$ cat src/rtl/color_conv_scheduler_pkg.sv
// Shared definitions for the colour-conversion scheduler: pixel port type,
// tree row selects, FSM states and default tree latency.
package color_conv_scheduler_pkg;

  localparam int CC_DATA_W   = 10;
  localparam int CC_TREE_LAT = 3;

  typedef struct packed {
    logic [CC_DATA_W-1:0] data;
    logic                 valid;
    logic                 sop;
    logic                 eop;
  } dctPort_t;

  typedef enum logic [1:0] {
    ROW_Y  = 2'd0,
    ROW_CB = 2'd1,
    ROW_CR = 2'd2
  } row_sel_e;

  typedef enum logic [1:0] {
    IDLE = 2'd0,
    ROW0 = 2'd1,
    ROW1 = 2'd2,
    ROW2 = 2'd3
  } cc_state_e;

endpackage

$ cat src/rtl/color_conv_scheduler_collect.sv
// Tracks issues through the external tree, applies the chroma offset and
// presents Y/Cb/Cr together once the Cr row has come back.
module conv_result_collect
  import color_conv_scheduler_pkg::*;
#(
  parameter int DATA_WIDTH = CC_DATA_W,
  parameter int TREE_LAT   = CC_TREE_LAT
) (
  input  logic                  clk,
  input  logic                  rst,
  input  logic                  i_tag_vld,
  input  logic [1:0]            i_tag_sel,
  input  logic                  i_tag_sop,
  input  logic                  i_tag_eop,
  input  logic [DATA_WIDTH-1:0] i_tree_sum,
  output dctPort_t [2:0]        o_out
);

  logic [TREE_LAT-1:0]       r_tag_vld_p0;
  logic [TREE_LAT-1:0][1:0]  r_tag_sel_p0;
  logic [TREE_LAT-1:0]       r_tag_sop_p0;
  logic [TREE_LAT-1:0]       r_tag_eop_p0;

  logic [DATA_WIDTH-1:0]     r_y_p1, r_cb_p1, r_cr_p1;
  logic                      r_done_p1, r_done_sop_p1, r_done_eop_p1;

  logic                      w_ret_vld;
  logic [1:0]                w_ret_sel;

  // Chroma rows are centred on mid-scale; the sum wraps rather than clips.
  function automatic logic [DATA_WIDTH-1:0] chroma_offset(input logic [DATA_WIDTH-1:0] s);
    logic [DATA_WIDTH-1:0] off;
    off = '0;
    off[DATA_WIDTH-1] = 1'b1;
    return s + off;
  endfunction

  assign w_ret_vld = r_tag_vld_p0[TREE_LAT-1];
  assign w_ret_sel = r_tag_sel_p0[TREE_LAT-1];

  // p0: tag valid bits shadow each issue for exactly TREE_LAT cycles
  always_ff @(posedge clk) begin
    if (rst) begin
      r_tag_vld_p0 <= '0;
    end else begin
      r_tag_vld_p0[0] <= i_tag_vld;
      for (int k = 1; k < TREE_LAT; k++) r_tag_vld_p0[k] <= r_tag_vld_p0[k-1];
    end
  end

  // p0: tag payload travels with the valid bits; qualified by them downstream
  always_ff @(posedge clk) begin
    r_tag_sel_p0[0] <= i_tag_sel;
    r_tag_sop_p0[0] <= i_tag_sop;
    r_tag_eop_p0[0] <= i_tag_eop;
    for (int k = 1; k < TREE_LAT; k++) begin
      r_tag_sel_p0[k] <= r_tag_sel_p0[k-1];
      r_tag_sop_p0[k] <= r_tag_sop_p0[k-1];
      r_tag_eop_p0[k] <= r_tag_eop_p0[k-1];
    end
  end

  // p1: capture each returning row; the Cr row completes the pixel
  always_ff @(posedge clk) begin
    if (rst) begin
      r_y_p1        <= '0;
      r_cb_p1       <= '0;
      r_cr_p1       <= '0;
      r_done_p1     <= 1'b0;
      r_done_sop_p1 <= 1'b0;
      r_done_eop_p1 <= 1'b0;
    end else begin
      r_done_p1     <= w_ret_vld && (w_ret_sel == ROW_CR);
      r_done_sop_p1 <= r_tag_sop_p0[TREE_LAT-1];
      r_done_eop_p1 <= r_tag_eop_p0[TREE_LAT-1];
      if (w_ret_vld) begin
        case (w_ret_sel)
          ROW_Y:   r_y_p1  <= i_tree_sum;
          ROW_CB:  r_cb_p1 <= chroma_offset(i_tree_sum);
          ROW_CR:  r_cr_p1 <= chroma_offset(i_tree_sum);
          default: ;
        endcase
      end
    end
  end

  // p2: registered outputs; data holds between pixels, valid pulses once
  always_ff @(posedge clk) begin
    if (rst) begin
      o_out <= '0;
    end else begin
      for (int k = 0; k < 3; k++) begin
        o_out[k].valid <= r_done_p1;
        o_out[k].sop   <= r_done_p1 & r_done_sop_p1;
        o_out[k].eop   <= r_done_p1 & r_done_eop_p1;
      end
      if (r_done_p1) begin
        o_out[0].data <= CC_DATA_W'(r_y_p1);
        o_out[1].data <= CC_DATA_W'(r_cb_p1);
        o_out[2].data <= CC_DATA_W'(r_cr_p1);
      end
    end
  end

endmodule

$ cat src/rtl/color_conv_scheduler.sv
// RGB->YCbCr scheduler: accepts one pixel every three cycles and issues its
// three conversion rows, one per cycle, to a shared external products-sum tree.
module color_conv_scheduler
  import color_conv_scheduler_pkg::*;
#(
  parameter int DATA_WIDTH = CC_DATA_W,
  parameter int TREE_LAT   = CC_TREE_LAT
) (
  input  logic                       clk,
  input  logic                       rst,
  input  dctPort_t [2:0]             in,
  output logic                       in_ready,
  output logic [2:0][DATA_WIDTH-1:0] tree_x,
  output logic [1:0]                 tree_sel,
  output logic                       tree_vld,
  input  logic [DATA_WIDTH-1:0]      tree_sum,
  output dctPort_t [2:0]             out
);

  cc_state_e                  r_state, w_next;
  logic [2:0][DATA_WIDTH-1:0] r_hold;
  logic                       r_hold_sop, r_hold_eop;
  logic                       w_all_vld, w_ready, w_accept, w_tree_vld;
  row_sel_e                   w_tree_sel;

  assign w_all_vld = in[0].valid & in[1].valid & in[2].valid;
  assign w_accept  = w_ready & w_all_vld;

  // Next state and tree issue controls; a new pixel is taken only in IDLE or ROW2
  always_comb begin
    w_next     = r_state;
    w_ready    = 1'b0;
    w_tree_vld = 1'b0;
    w_tree_sel = ROW_Y;
    case (r_state)
      IDLE: begin
        w_ready = 1'b1;
        if (w_all_vld) w_next = ROW0;
      end
      ROW0: begin
        w_tree_vld = 1'b1;
        w_tree_sel = ROW_Y;
        w_next     = ROW1;
      end
      ROW1: begin
        w_tree_vld = 1'b1;
        w_tree_sel = ROW_CB;
        w_next     = ROW2;
      end
      ROW2: begin
        w_ready    = 1'b1;
        w_tree_vld = 1'b1;
        w_tree_sel = ROW_CR;
        w_next     = w_all_vld ? ROW0 : IDLE;
      end
      default: w_next = IDLE;
    endcase
  end

  // State register
  always_ff @(posedge clk) begin
    if (rst) r_state <= IDLE;
    else     r_state <= w_next;
  end

  // Hold register: overwritten at the end of the ROW2 issue cycle, so the
  // Cr row still sees the old pixel and the next pixel follows without a gap
  always_ff @(posedge clk) begin
    if (rst) begin
      r_hold     <= '0;
      r_hold_sop <= 1'b0;
      r_hold_eop <= 1'b0;
    end else if (w_accept) begin
      for (int k = 0; k < 3; k++) r_hold[k] <= DATA_WIDTH'(in[k].data);
      r_hold_sop <= in[0].sop | in[1].sop | in[2].sop;
      r_hold_eop <= in[0].eop | in[1].eop | in[2].eop;
    end
  end

  assign in_ready = w_ready;
  assign tree_x   = r_hold;
  assign tree_vld = w_tree_vld;
  assign tree_sel = w_tree_sel;

  conv_result_collect #(
    .DATA_WIDTH (DATA_WIDTH),
    .TREE_LAT   (TREE_LAT)
  ) u_collect (
    .clk        (clk),
    .rst        (rst),
    .i_tag_vld  (w_tree_vld),
    .i_tag_sel  (w_tree_sel),
    .i_tag_sop  (r_hold_sop),
    .i_tag_eop  (r_hold_eop),
    .i_tree_sum (tree_sum),
    .o_out      (out)
  );

endmodule

$ cat config.mk
export PLATFORM = sky130hd
export DESIGN_NAME = color_conv_scheduler
export DESIGN_NICKNAME = d
export VERILOG_FILES = /design/src/rtl/color_conv_scheduler_pkg.sv /design/src/rtl/color_conv_scheduler_collect.sv /design/src/rtl/color_conv_scheduler.sv
export SDC_FILE = /design/constraint.sdc
export NUM_CORES = 1
export LEC_CHECK = 0
export ABC_AREA = 1
export CAP_MARGIN = 0
export CORE_MARGIN = 2
export CORE_UTILIZATION = 49
export DETAILED_ROUTE_END_ITERATION = 7
export GPL_ROUTABILITY_DRIVEN = 0
export PLACE_DENSITY = 0.84
export SYNTH_ARGS = -nofsm -noshare
export SYNTH_HDL_FRONTEND = slang
export SYNTH_SLANG_ARGS = --single-unit
export TNS_END_PERCENT = 20
$ cat constraint.sdc
create_clock -name clk -period 4.8 [get_ports clk]
set_clock_uncertainty 0.15 [all_clocks]
set_input_delay 0.48 -clock clk [delete_from_list [all_inputs] [get_ports clk]]
set_output_delay 0.48 -clock clk [all_outputs]
set_load 0.02 [all_outputs]
==> out/metrics.csv, run 1 <==
stage;metric;value;unit
clock_tree;cts_resized;0;
synthesis;synth.top_cells.by_area;dfxtp_1, nand2_1, a21oi_1;
global_route;track_usage;22.7;%
critical_path;cpMostUsedCell;inv_1;
outcome;outcome;finished, final reports clean;
sta;rsz0062_at_grt;false;
critical_path;path_depth;4;
clock_tree;numClockSinks;115;
power_and_ir_drop;ir_worst_vdd;0.276;mV
synthesis;synth-simple-area-share;21.1;%
critical_path;r2r_setup_slack;2.12;ns
detailed_routing;totalWireLength;9.32;mm
die;die_x;93.2;um
global_route;grt_overflow;0;
synthesis;yosysWarnings;0;
synthesis;synth_top_area_share;59.1;%
detailed_routing;antenna_left;0;
synthesis;netlist_area;0.00390;mm^2
critical_path;critPathTopFamily;buffers and inverters;
clock_tree;ctsHoldBuffers;0;
synthesis;ys_types;19;
sta;fin_crit_sh;58.0;%
power_and_ir_drop;p_leak;0.00198;uW
sta;fin_setup_tns;0;ns
critical_path;crit_slowest_cell;clkdlybuf4s50_1;
detailed_routing;drc;0;
critical_path;crit_type;reg -> out;
critical_path;cp_max_fo;5;
synthesis;syn_nets;526;
finish;drive_above_1_share;6.06;%
clock_tree;insertion_delay;0.50;ns
finish;area_growth;45.0;%
synthesis;synth_compound_area_share;12.3;%
synthesis;synth_seq_area_share;59.1;%
synthesis;synth_mux_area_share;0;%
clock_tree;cts-buffers-inserted;17;
hold_path;holdPathStages;0;
sta;finalSetupViolations;0;
synthesis;synth_top_family_by_area;simple AND/OR/NAND/NOR gates;
power_and_ir_drop;total_power;2550;uW
die;initial_core_util;50.5;%
synthesis;synthAdderAreaFrac;1.60;%
die;dieHeight;93.2;um
detailed_routing;vias;3422;
detailed_routing;drtIter0Drc;137;
hold_path;hold_class;reg -> reg;
synthesis;synth_area_leader_cell;dfxtp_1;
critical_path;reg2regPathDepth;6;
clock_tree;cts-root-buf;clkbuf_8;
critical_path;cp-end-kind;output pin;
die;pin_count;124;
die;rows;32;
global_route;grt_max_degree;57;
placement;dp_hpwl;6.11;mm
synthesis;post_synth.cell_area_avg;8.30;um^2
detailed_routing;avgRoutedWirePerCell;13.4;um
finish;diodes;0;
critical_path;crit_path_start_kind;flop;
clock_tree;htreeDepth;4;
power_and_ir_drop;p_per_area;451;mW/mm^2
critical_path;crit_path_max_incr_delay;0.63;ns
critical_path;crit_arrival;2.16;ns
flow_run;maxCapViolCount;0;
die;dieArea;0.00869;mm^2
clock_tree;postCtsSetupRepairBufs;0;
clock_tree;clockBufferDepth;2;
global_route;grt_first_pass_wirelength;15.4;mm
clock_tree;path_clk_slew;0.06;ns
synthesis;ys_ff_latch;115;
finish;final_nets;637;
detailed_routing;vias_per_cell;4.92;
sta;timing.final.hold_violations;0;
sta;worstMarginPinSlew;1.21;ns
synthesis;synthXorXnorAreaFrac;0;%
placement;io_buffers;123;
synthesis;synthCells;470;
critical_path;critPathBufInv;3;
sta;maxSlewViolCount;0;
critical_path;required;4.17;ns
sta;min_period;2.79;ns
global_route;antenna_found_initial;0;
sta;fmax;0.359;GHz
global_route;grt_pass1_vias;3343;
detailed_routing;firstDrtPassIters;4;
critical_path;path_cells;inv_1, ha_1, inv_1, clkdlybuf4s50_1;
clock_tree;cts_tree;built;
sta;slew_headroom;19.1;%
die;core-area;0.00773;mm^2
[through the flow]
step | hold WS [ns] | instance area [um^2] | cells | setup WS, ns | utilization, %
finish | 0.175 | 5650 | 696 | 2.01 | 73.1
global route | 0.181 | 5650 | 696 | 1.88 | 73.1
CTS | 0.178 | 5650 | 696 | 2.00 | 73.1
detailed placement | 0.164 | 5080 | 664 | 2.07 | 65.7
global placement | 0.161 | 5080 | 664 | 2.14 | 65.7
floorplan | 0.160 | 3900 | 470 | 3.10 | -
[synthesized netlist by cell type]
master,number
o21bai_1,1
nor2_4,1
dfxtp_1,115
nand4_1,2
a21oi_1,90
buf_4,14
nand2_1,184
and2_1,2
nand3_2,1
ha_1,5
o21ai_0,1
buf_1,2
inv_1,9
a211oi_1,2
nor3_1,4
clkinv_1,3
buf_2,11
clkbuf_1,6
nor2_1,17
[registers in the layout, indices dropped and copies added, names as in the netlist, 3 cells and up]
| register | cells |
|---|---|
| u_collect.o_out | 33 |
| tree_x | 30 |
| u_collect.r_cb_p1 | 10 |
| u_collect.r_cr_p1 | 10 |
| u_collect.r_y_p1 | 10 |
| u_collect.r_tag_sel_p0 | 4 |
| u_collect.r_tag_eop_p0 | 3 |
| u_collect.r_tag_sop_p0 | 3 |
| u_collect.r_tag_vld_p0 | 3 |
[area by class of cell]
| class | count | area [um^2] |
|---|---|---|
| clock buffers | 20 | 445 |
| fillers | 574 | 2080 |
| well taps | 102 | 128 |
| inverters | 12 | 45.0 |
| repair buffers | 125 | 1240 |
| clock inverters | 12 | 129 |
| flip-flops and latches | 115 | 2300 |
| multi-input cells | 310 | 1360 |
[layer usage]
metal / wire, um / track usage (%) / part of all wire [%] / vias to the layer above
met2: 4530 / 36.7 / 49 / 135
met4: 115 / 8.70 / 1.2 / 0
met3: 928 / 11.0 / 10 / 10
met5: 0 / 0 / 0 / -
li1: - / - / - / 1719
met1: 3740 / 25.9 / 40 / 1558
[worst paths after layout]
kind | from | endpoint
worst min-delay path | u_collect.r_tag_eop_p0[1] | u_collect.r_tag_eop_p0[2]
worst max register to register | r_state[0] | tree_x[26]
worst max-delay path | r_state[0] | in_ready
worst min register to register | u_collect.r_tag_eop_p0[1] | u_collect.r_tag_eop_p0[2]
[where the power goes]
part / internal [uW] / switching [uW]
clock: 765 / 428
sequential: 1020 / 33.1
combinational: 135 / 170
[worst reg2reg max path, delay by kind of cell (launching register included)]
family,cells,cell delay [ns]
flip-flops,1,0.42
adder cells (fa/ha/maj),1,0.36
AND/OR/NAND/NOR,2,1.24
AO/OA/AOI/OAI,1,0.10
buffers and inverters,2,0.26
[cell usage in the layout, fill, tap and decap left out, types with 4 or more instances in the layout]
| cell type | synthesis | final |
|---|---|---|
| clkinv_2 | 0 | 4 |
| nor3_1 | 4 | 4 |
| ha_1 | 5 | 5 |
| clkbuf_16 | 0 | 16 |
| a21oi_1 | 90 | 90 |
| dfxtp_1 | 115 | 115 |
| clkdlybuf4s50_1 | 0 | 122 |
| nand2_1 | 184 | 184 |
| nor2_1 | 17 | 17 |
| inv_1 | 9 | 9 |
[cell families after synthesis]
kind of cell	count (synthesis)
buffers and inverters	45
adders and majority gates	5
DFF	115
AOI/OAI and AO/OA	94
and+or+nand+nor	211
No activity file was read; power rests on OpenSTA's default activity.
==> run 2, diff against run 1 <==
--- a/config.mk
+++ b/config.mk
@@ -8,10 +8,10 @@
 export ABC_AREA = 1
 export CAP_MARGIN = 0
 export CORE_MARGIN = 2
-export CORE_UTILIZATION = 49
+export CORE_UTILIZATION = 46
 export DETAILED_ROUTE_END_ITERATION = 7
 export GPL_ROUTABILITY_DRIVEN = 0
-export PLACE_DENSITY = 0.84
+export PLACE_DENSITY = 0.8
 export SYNTH_ARGS = -nofsm -noshare
 export SYNTH_HDL_FRONTEND = slang
 export SYNTH_SLANG_ARGS = --single-unit
==> constraint.sdc (replaced) <==
create_clock -name clk -period 2.76 [get_ports clk]
set_clock_uncertainty 0.15 [all_clocks]
set_input_delay 0.276 -clock clk [delete_from_list [all_inputs] [get_ports clk]]
set_output_delay 0.276 -clock clk [all_outputs]
set_load 0.02 [all_outputs]
==> run 2 against run 1 <==
Register-to-register slack got worse by 1.3 ns. First-iteration DRC count down 13%. Worst hold slack barely moved. Combinational power rose by 75%. Clock-buffer cell count down 2. Sequential power increased by 73%. Critical endpoint unchanged. Largest cell class unchanged. Largest power group unchanged. Highest routed layer unchanged.
==> out/metrics.csv, run 2 (synthesis results as in run 1) <==
stage;metric;value;unit
global_route;grt_max_degree;41;
finish;largest_reg_flops;33;
sta;slew_headroom;39.3;%
critical_path;crit_path_start_kind;flop;
detailed_routing;avgRoutedWirePerCell;13.0;um
clock_tree;htreeDepth;4;
critical_path;crit_type;reg -> out;
critical_path;cp-end-kind;output pin;
clock_tree;cts-root-buf;clkbuf_8;
placement;dp_hpwl;6.10;mm
power_and_ir_drop;p_per_area;806;mW/mm^2
global_route;track_usage;20.8;%
detailed_routing;drtIter0Drc;119;
clock_tree;path_clk_slew;0.05;ns
finish;diodes;0;
power_and_ir_drop;total_power;4640;uW
die;dieArea;0.00923;mm^2
detailed_routing;firstDrtPassIters;4;
sta;fmax;0.400;GHz
power_and_ir_drop;ir_worst_vdd;0.468;mV
finish;multi_input_area;0.00136;mm^2
critical_path;required;2.33;ns
sta;finalSetupViolations;0;
detailed_routing;vias_per_cell;4.85;
power_and_ir_drop;p_leak;0.00203;uW
clock_tree;cts-buffers-inserted;17;
detailed_routing;totalWireLength;9.15;mm
sta;rsz0062_at_grt;false;
placement;io_buffers;123;
clock_tree;ctsHoldBuffers;0;
clock_tree;insertion_delay;0.50;ns
finish;area_growth;47.7;%
outcome;outcome;finished, final reports clean;
finish;final_common_cell;nand2_1;
die;pin_count;124;
critical_path;crit_arrival;2.07;ns
finish;final_util;70.1;%
detailed_routing;vias;3416;
die;initial_core_util;47.4;%
clock_tree;clockBufferDepth;2;
clock_tree;numClockSinks;115;
detailed_routing;antenna_left;0;
clock_tree;cts_resized;0;
sta;fin_crit_sh;90.6;%
finish;final_nets;642;
detailed_routing;drc;0;
global_route;grt_pass1_vias;3201;
finish;fill_cells;633;
critical_path;r2r_setup_slack;0.78;ns
sta;min_period;2.50;ns
clock_tree;postCtsSetupRepairBufs;0;
sta;maxSlewViolCount;0;
finish;layout_common_cells;nand2_1, clkdlybuf4s50_1, dfxtp_1;
sta;worstMarginPinSlew;0.909;ns
die;rows;33;
flow_run;maxCapViolCount;0;
hold_path;hold_class;reg -> reg;
finish;regMostFlops;u_collect.o_out;
die;die_x;96.1;um
finish;sequential_cell_area;0.00230;mm^2
sta;fin_setup_tns;0;ns
sta;timing.final.hold_violations;0;
global_route;grt_first_pass_wirelength;14.7;mm
die;dieHeight;96.1;um
clock_tree;cts_tree;built;
global_route;grt_overflow;0;
die;core-area;0.00822;mm^2
global_route;antenna_found_initial;0;
critical_path;cp_max_fo;5;
finish;drive_above_1_share;6.84;%
-- run 2: layout make-up --
| cell class | count | area share (%) |
|---|---|---|
| Multi-Input combinational cell | 310 | 23.6 |
| Sequential cell | 115 | 40.0 |
| Clock buffer | 18 | 7.26 |
| Timing Repair Buffer | 130 | 22.4 |
| Tap cell | 105 | 2.28 |
| Clock inverter | 14 | 3.65 |
| Inverter | 12 | 0.782 |
-- run 2: path summary, 6_finish.rpt --
path,start,to,depth (start not counted)
max,r_state[0],in_ready,4
min,u_collect.r_tag_sel_p0[3],u_collect.w_ret_sel[1],0
max reg2reg,r_state[0],r_hold_sop,5
min reg2reg,u_collect.r_tag_sel_p0[3],u_collect.w_ret_sel[1],0
-- run 2: critical path, cell delays in order, from the launching register on --
cell and delay (ns):
dfxtp_1 0.40, inv_1 0.11, ha_1 0.35, inv_1 0.11
clkdlybuf4s50_1 0.62
-- run 2: stage by stage --
stage / setup WS [ns] / cell area [um^2] / instances / hold WS [ns]
floorplan: 1.06 / 3900 / 470 / 0.160
detailed placement: 0.724 / 5130 / 672 / 0.164
CTS: 0.232 / 5760 / 704 / 0.157
finish: 0.259 / 5760 / 704 / 0.176
global route: 0.148 / 5760 / 704 / 0.178
global placement: 0.757 / 5130 / 672 / 0.160
-- run 2: power breakdown --
group | internal, uW | leakage, uW | switching (uW)
Sequential | 1770 | 0.000930 | 55.1
Clock | 1550 | 0.000301 | 731
Combinational | 241 | 0.000802 | 294
Total | 3560 | 0.00203 | 1080
-- run 2: per-layer routing --
layer | vias to the layer above | wire, um | track usage [%]
li1 | 1732 | - | -
met1 | 1540 | 3870 | 24.2
met2 | 134 | 4230 | 32.6
met3 | 10 | 953 | 10.0
met4 | 0 | 104 | 8.69
met5 | - | 0 | 0
